File: src/rtl/led_pkg.sv
// Shared constants and helpers for the seven-segment scan driver.
package led_pkg;

  localparam int         NUM_DIGITS = 4;
  localparam logic [7:0] SEG_OFF    = 8'hFF;
  localparam logic [3:0] AN_OFF     = 4'hF;

  // One-hot, active-low anode select for digit index idx (0 = rightmost).
  function automatic logic [3:0] anode_for(input logic [1:0] idx);
    anode_for = ~(4'b0001 << idx);
  endfunction

endpackage

File: src/rtl/led_scan_driver_scan_prescaler.sv
// Slot counter: counts PRESCALE cycles per digit slot while enabled and
// flags the slot's last cycle and its leading blanking window.
module scan_prescaler #(
  parameter int PRESCALE = 100000,
  parameter int BLANK    = 1000
) (
  input  logic clk,
  input  logic rst_n,
  input  logic en,
  output logic slot_end,
  output logic in_blank
);

  localparam int              CW      = $clog2(PRESCALE);
  localparam logic [CW-1:0]   CNT_MAX = CW'(PRESCALE - 1);

  logic [CW-1:0] cnt;

  always_ff @(posedge clk or negedge rst_n) begin
    if (!rst_n) begin
      cnt <= '0;
    end else if (en) begin
      if (cnt == CNT_MAX) cnt <= '0;
      else                cnt <= cnt + 1'b1;
    end
  end

  assign slot_end = en && (cnt == CNT_MAX);

  // BLANK = 0 means no dark window; avoid an always-false compare.
  generate
    if (BLANK > 0) begin : g_blank
      localparam logic [CW-1:0] BLANK_C = CW'(BLANK);
      assign in_blank = (cnt < BLANK_C);
    end else begin : g_noblank
      assign in_blank = 1'b0;
    end
  endgenerate

endmodule

File: src/rtl/led_scan_driver.sv
// Time-multiplexed 4-digit seven-segment driver with per-slot blanking and
// frame-boundary snapshots so a page change never tears mid-frame.
module led_scan_driver
  import led_pkg::*;
#(
  parameter int PRESCALE = 100000,
  parameter int BLANK    = 1000
) (
  input  logic       clk,
  input  logic       rst_n,
  input  logic       en,
  input  logic [7:0] dig0,
  input  logic [7:0] dig1,
  input  logic [7:0] dig2,
  input  logic [7:0] dig3,
  output logic [3:0] an,
  output logic [7:0] seg,
  output logic       frame_tick
);

  logic       slot_end;
  logic       in_blank;
  logic       frame_end;
  logic       load_d;
  logic [1:0] idx;
  logic [7:0] sh [NUM_DIGITS];

  scan_prescaler #(
    .PRESCALE (PRESCALE),
    .BLANK    (BLANK)
  ) u_prescaler (
    .clk      (clk),
    .rst_n    (rst_n),
    .en       (en),
    .slot_end (slot_end),
    .in_blank (in_blank)
  );

  assign frame_end = slot_end && (idx == 2'd3);

  // frame_tick is delayed one extra cycle (via load_d) so it lines up with
  // the first an/seg cycle that shows slot 0 of the freshly loaded shadows.
  always_ff @(posedge clk or negedge rst_n) begin
    if (!rst_n) begin
      idx        <= 2'd0;
      for (int i = 0; i < NUM_DIGITS; i++) sh[i] <= 8'h00;
      load_d     <= 1'b0;
      frame_tick <= 1'b0;
      an         <= AN_OFF;
      seg        <= SEG_OFF;
    end else begin
      if (slot_end) idx <= idx + 1'b1;
      if (frame_end) begin
        sh[0] <= dig0;
        sh[1] <= dig1;
        sh[2] <= dig2;
        sh[3] <= dig3;
      end
      load_d     <= frame_end;
      frame_tick <= load_d;
      if (!en || in_blank) begin
        an  <= AN_OFF;
        seg <= SEG_OFF;
      end else begin
        an  <= anode_for(idx);
        seg <= ~sh[idx];
      end
    end
  end

endmodule

File: config.mk
export PLATFORM = sky130hd
export DESIGN_NAME = led_scan_driver
export DESIGN_NICKNAME = d
export VERILOG_FILES = /design/src/rtl/led_pkg.sv /design/src/rtl/led_scan_driver_scan_prescaler.sv /design/src/rtl/led_scan_driver.sv
export SDC_FILE = /design/constraint.sdc
export NUM_CORES = 1
export LEC_CHECK = 0
export BUFFER_PORTS_ARGS = -buffer_cell sky130_fd_sc_hd__buf_4
export CORE_MARGIN = 5
export CORE_UTILIZATION = 40
export CTS_CLUSTER_SIZE = 8
export DETAILED_ROUTE_END_ITERATION = 10
export GPL_TIMING_DRIVEN = 0
export SLEW_MARGIN = 20
export SYNTH_ARGS = -nofsm -noshare
export SYNTH_HDL_FRONTEND = slang
export SYNTH_SLANG_ARGS = --single-unit
File: constraint.sdc
create_clock -name clk -period 2.65 [get_ports clk]
set_input_delay 0.265 -clock clk [delete_from_list [all_inputs] [get_ports clk]]
set_output_delay 0.265 -clock clk [all_outputs]
set_load 0.02 [all_outputs]
======== Word level (Yosys, flattened, before mapping) ========
Index checks and enable logic that the tools add are counted.
word-level totals
  bits in registers ....................... 65
  output and inout bits ................... 13
  logic and storage cells ................. 30
operators by class
  add/subtract/negate cells ............... 2
  $lt $le $gt $ge ......................... 2
  eq/ne operators ......................... 2
  shift operators ......................... 1
  mux-type cells .......................... 6
  bitwise gates (word level) .............. 3
  reductions and logical operators ........ 4
operator list
  kind                                                   number
  two-way mux 8 bit                                      3
  adder 17 x 1 -> 17 bit (second input constant)         1
  equality test 17 bit (second input constant)           1
  < comparator 17 x 10 -> 1 bit (second input constant)  1
  two-way mux 17 bit                                     1
  binary-select mux 8 bit (select 2 bit)                 1
  inverter 8 bit                                         1
  two-way mux 4 bit                                      1
  inverter 4 bit                                         1
  left shift 1 x 2 -> 4 bit (first input constant)       1
  >= comparator 3 bit (second input constant)            1
  inverter 2 -> 3 bit                                    1
  adder 2 x 1 -> 2 bit (second input constant)           1
  equality test 2 bit (second input constant)            1
  logical AND 1 bit                                      2
  zero test 1 bit                                        1
  logical OR 1 bit                                       1

======== Logic depth before layout (Yosys ltp) ========
  depth after elaboration ................. 6
  gate-level depth with buffers ........... 6
  depth with buffers taken out ............ 5

======== Hierarchy ========
From an unflattened synthesis, not the netlist that was laid out.
second synthesis, totals
  cell total of the unflattened synthesis .. 207
  area total of the unflattened synthesis .. 2955.3 um2
by module, submodules not included
  module           times used  cells each  area an instance (um2)  sequential area each (um2)
  led_scan_driver  1           118         2055.7                  1216.2
  scan_prescaler   1           89          899.6                   425.4

======== Worst setup path after synthesis ========
OpenSTA, ideal clock, no wires.
  path type ............................... reg2reg
  from .................................... register u_prescaler.cnt[0]
  to ...................................... register sh[10] (netlist name)
  arrival ................................. 1.800 ns
  path slack .............................. 0.725 ns
  stages on the path, launching flop included .. 7
  path buffers ............................ 1
  cells stage by stage .................... dfrtp_1 > ha_1 > nand4_2 > or2_4 > nor3_4 > buf_12 > mux2_4
on the way
  cells in the longest elaborated chain, start to end .. 3
ends and longest elaborated chain
  item                    RTL line                              RTL
  start, declared         led_scan_driver_scan_prescaler.sv:17  logic [CW-1:0] cnt;
  start signal, assigned  led_scan_driver_scan_prescaler.sv:24  else cnt <= cnt + 1'b1;
  equality test 17 bit    led_scan_driver_scan_prescaler.sv:28  assign slot_end = en && (cnt == CNT_MAX);
  logical AND 1 bit       led_scan_driver_scan_prescaler.sv:28
  logical AND 1 bit       led_scan_driver.sv:39                 assign frame_end = slot_end && (idx == 2'd3);
  end, declared           led_scan_driver.sv:26                 logic [7:0] sh [NUM_DIGITS];
No other way between the ends.
A chain may end at the register's enable or synchronous reset.

======== Worst setup path in the final report ========
  from .................................... register u_prescaler.cnt[13]
  to ...................................... register sh[19] (netlist name)
Same word-level chain as after synthesis.

==> results.cfg <==
[detailed_routing]
drtAntennaViolNets = 0
vias_per_cell = 4.78
drt_iter0_drc = 64
vias = 1731
drc = 0
dr.pass1.iters = 4
wl_um = 5360
wl_per_cell_um = 14.8

[logic_synthesis]
async_flop_share_pct = 100
synth_edf_count = 0
synth.most_common_cell = dfrtp_1
yosysTopAreaCell = dfrtp_1
yosys-top-cells-area = dfrtp_1 45%, mux2_4 15%, dfstp_2 11%, mux4_2 6.1%, xnor2_1 3.3%
syn_nets = 240
ys_seq_elements = 65
synthTopCellsByCount = 53 x dfrtp_1, 29 x mux2_4, 20 x nand2_1
netlist.area_leader.share_pct = 45.2
yosysSeqAreaShare_pct = 55.9
synthCells = 200
yosys_warnings = 0
synth.cell_area_um2 = 2930
ys_types = 32
synth_ff_type = dfrtp_1
synth_area_per_cell_um2 = 14.7

[die]
rows = 31
start_util_pct = 40.7
dieArea_um2 = 9150
io_pins = 48
die_w_um = 95.6
fp.coreArea_um2 = 7210
die_y_um = 95.6

[setup_path]
endpoint_kind = flip-flop
rrSetupSlack_ps = 490
crit_path_start_kind = flip-flop
critPathBufInv = 1
reg2reg_to = sh[19]
reg2reg_from = u_prescaler.cnt[13]
critPathTopFamily = simple AND/OR/NAND/NOR gates
crit_slowest_cell = nor3_4
path_cells = nor4_2 > nand3_2 > nor3_4 > buf_12 > mux2_4
cp-startpoint = u_prescaler.cnt[13]
worst-path-max-fanout = 10
r2r_cells = 5
worstSetupEndpoint = sh[19]
slowest_delay_ps = 510
cp.depth = 5
cp.arrival_ps = 2380
crit_type = reg -> reg
cp_data_required_time_ps = 2870

[global_routing]
grt_pass1_wl_um = 9210
antenna_found_initial = 0
grt_pass1_vias = 1860
grt_util_all_layers_pct = 13.6
grt_max_degree = 66
grt_overflow_total = 0

[sta]
rsz0062_at_grt = false
fmax_ghz = 0.463
tns_ps = 0
finalCritPeriodShare_pct = 81.4
finalSetupViolations = 0
hold_viol_final = 0
fin_crit_ps = 2160
skew_ps = 7.61
relSlewSlack_pct = 46.9
tightest_slew_ps = 796
finalMaxSlewViolations = 0

[power_and_ir_drop]
p_leak_nw = 1.60
powerDensity_nw_per_um2 = 597
vdd_drop_max_v = 0.000279

[clock_network]
clockBufferDepth = 2
cts_root_buf = clkbuf_8
clock_latency_ps = 340
ctsHoldBuffers = 0
cts_tree = built
cts_resized = 0
clock-sinks = 65
clk_pin_slew_worst_paths_ps = 80
post_cts_buffers = 0
h-tree-depth = 3
cts_buffers = 9

[final_layout]
layout-drive-gt1-share_pct = 47.9
area_growth_pct = 22.9
postLayoutCoreUtil_pct = 50.0
multi_input_area_um2 = 1210
diodes = 0
final_net_count = 298
design_area_um2 = 3610
nFillCells = 663
seqCellArea_um2 = 1640

[outcome]
status = finished clean

[place]
place_area_um2 = 3410
port_buffers = 47
post-dp-hpwl_um = 3650
gp_congestion = 0.807

[min_path]
hold_class = in -> async

[flow_run]
maxCapViolCount = 0
cell type report:
cell class / instances / area share [%]
well taps: 99 / 3.44
repair buffers: 47 / 9.78
flip-flops and latches: 65 / 45.5
clock buffers: 9 / 3.44
inverters: 4 / 0.416
multi-input cells: 125 / 33.4
clock inverters: 7 / 1.98
plain buffers: 6 / 1.98
placed cells by master (no fill, tap or decap), types with 2 or more instances in the layout:
cell type / instances
nor4_1: 5
inv_1: 4
xnor2_1: 11
ha_1: 5
nand2_1: 20
nand4_1: 4
clkbuf_8: 9
mux2_2: 4
buf_4: 47
dfstp_2: 12
dfrtp_1: 53
buf_12: 3
nand3_1: 3
and4_1: 2
clkinv_2: 2
nor2_1: 15
clkbuf_1: 3
xor2_1: 3
mux4_2: 8
mux2_4: 29
clkinvlp_4: 3
nor3_1: 2
logic make-up (layout without fill, tap and decap cells):
| group | Yosys count | after routing | share of synthesized area (%) |
|---|---|---|---|
| AOI/OAI and AO/OA | 4 | 4 | 0.981 |
| and+or+nand+nor | 61 | 61 | 11.3 |
| muxes | 41 | 41 | 22.5 |
| xor gates and xnor gates | 14 | 14 | 4.18 |
| buffers and inverters | 10 | 73 | 2.94 |
| adders and majority gates | 5 | 5 | 2.13 |
| DFF | 65 | 65 | 55.9 |
sequential cells by signal, indices dropped and copies added (netlist names):
name and flops:
idx 2, u_prescaler.cnt 17, an 4, load_d 1, sh 32, frame_tick 1
seg 8
worst min-delay path by stage:
stage	end	cells past startpoint
2_1_floorplan	frame_tick	0
3_3_place_gp	frame_tick	0
3_5_place_dp	frame_tick	0
4_1_cts	u_prescaler.cnt[4]	1
5_1_grt	u_prescaler.cnt[4]	1
6_report	u_prescaler.cnt[4]	1
stage by stage:
stage | setup WS, ps | hold slack [ps] | power, W | std cells
CTS | 472 | 36.0 | 0.00218 | 362
finish | 492 | 9.98 | 0.00215 | 362
global route | 362 | 70.2 | 0.00227 | 362
floorplan | 725 | -30.6 | 0.00126 | 200
detailed placement | 493 | 336 | 0.00136 | 346
global placement | 489 | 333 | 0.00135 | 346
power breakdown:
group          internal (W)  switching (W)  total, W  leakage, nW
clock              0.000432       0.000386  0.000817       0.0912
combinational      0.000122      0.0000829  0.000205        0.695
sequential          0.00106      0.0000696   0.00113        0.817
metal layers:
metal	global-route usage (%)	vias up	routed length, um
met2	20.0	43	2530
met1	18.0	855	2460
met5	0	-	0
li1	-	826	-
met4	5.33	0	66
met3	5.13	7	301
Note: power is estimated with default switching activity, not from simulation.
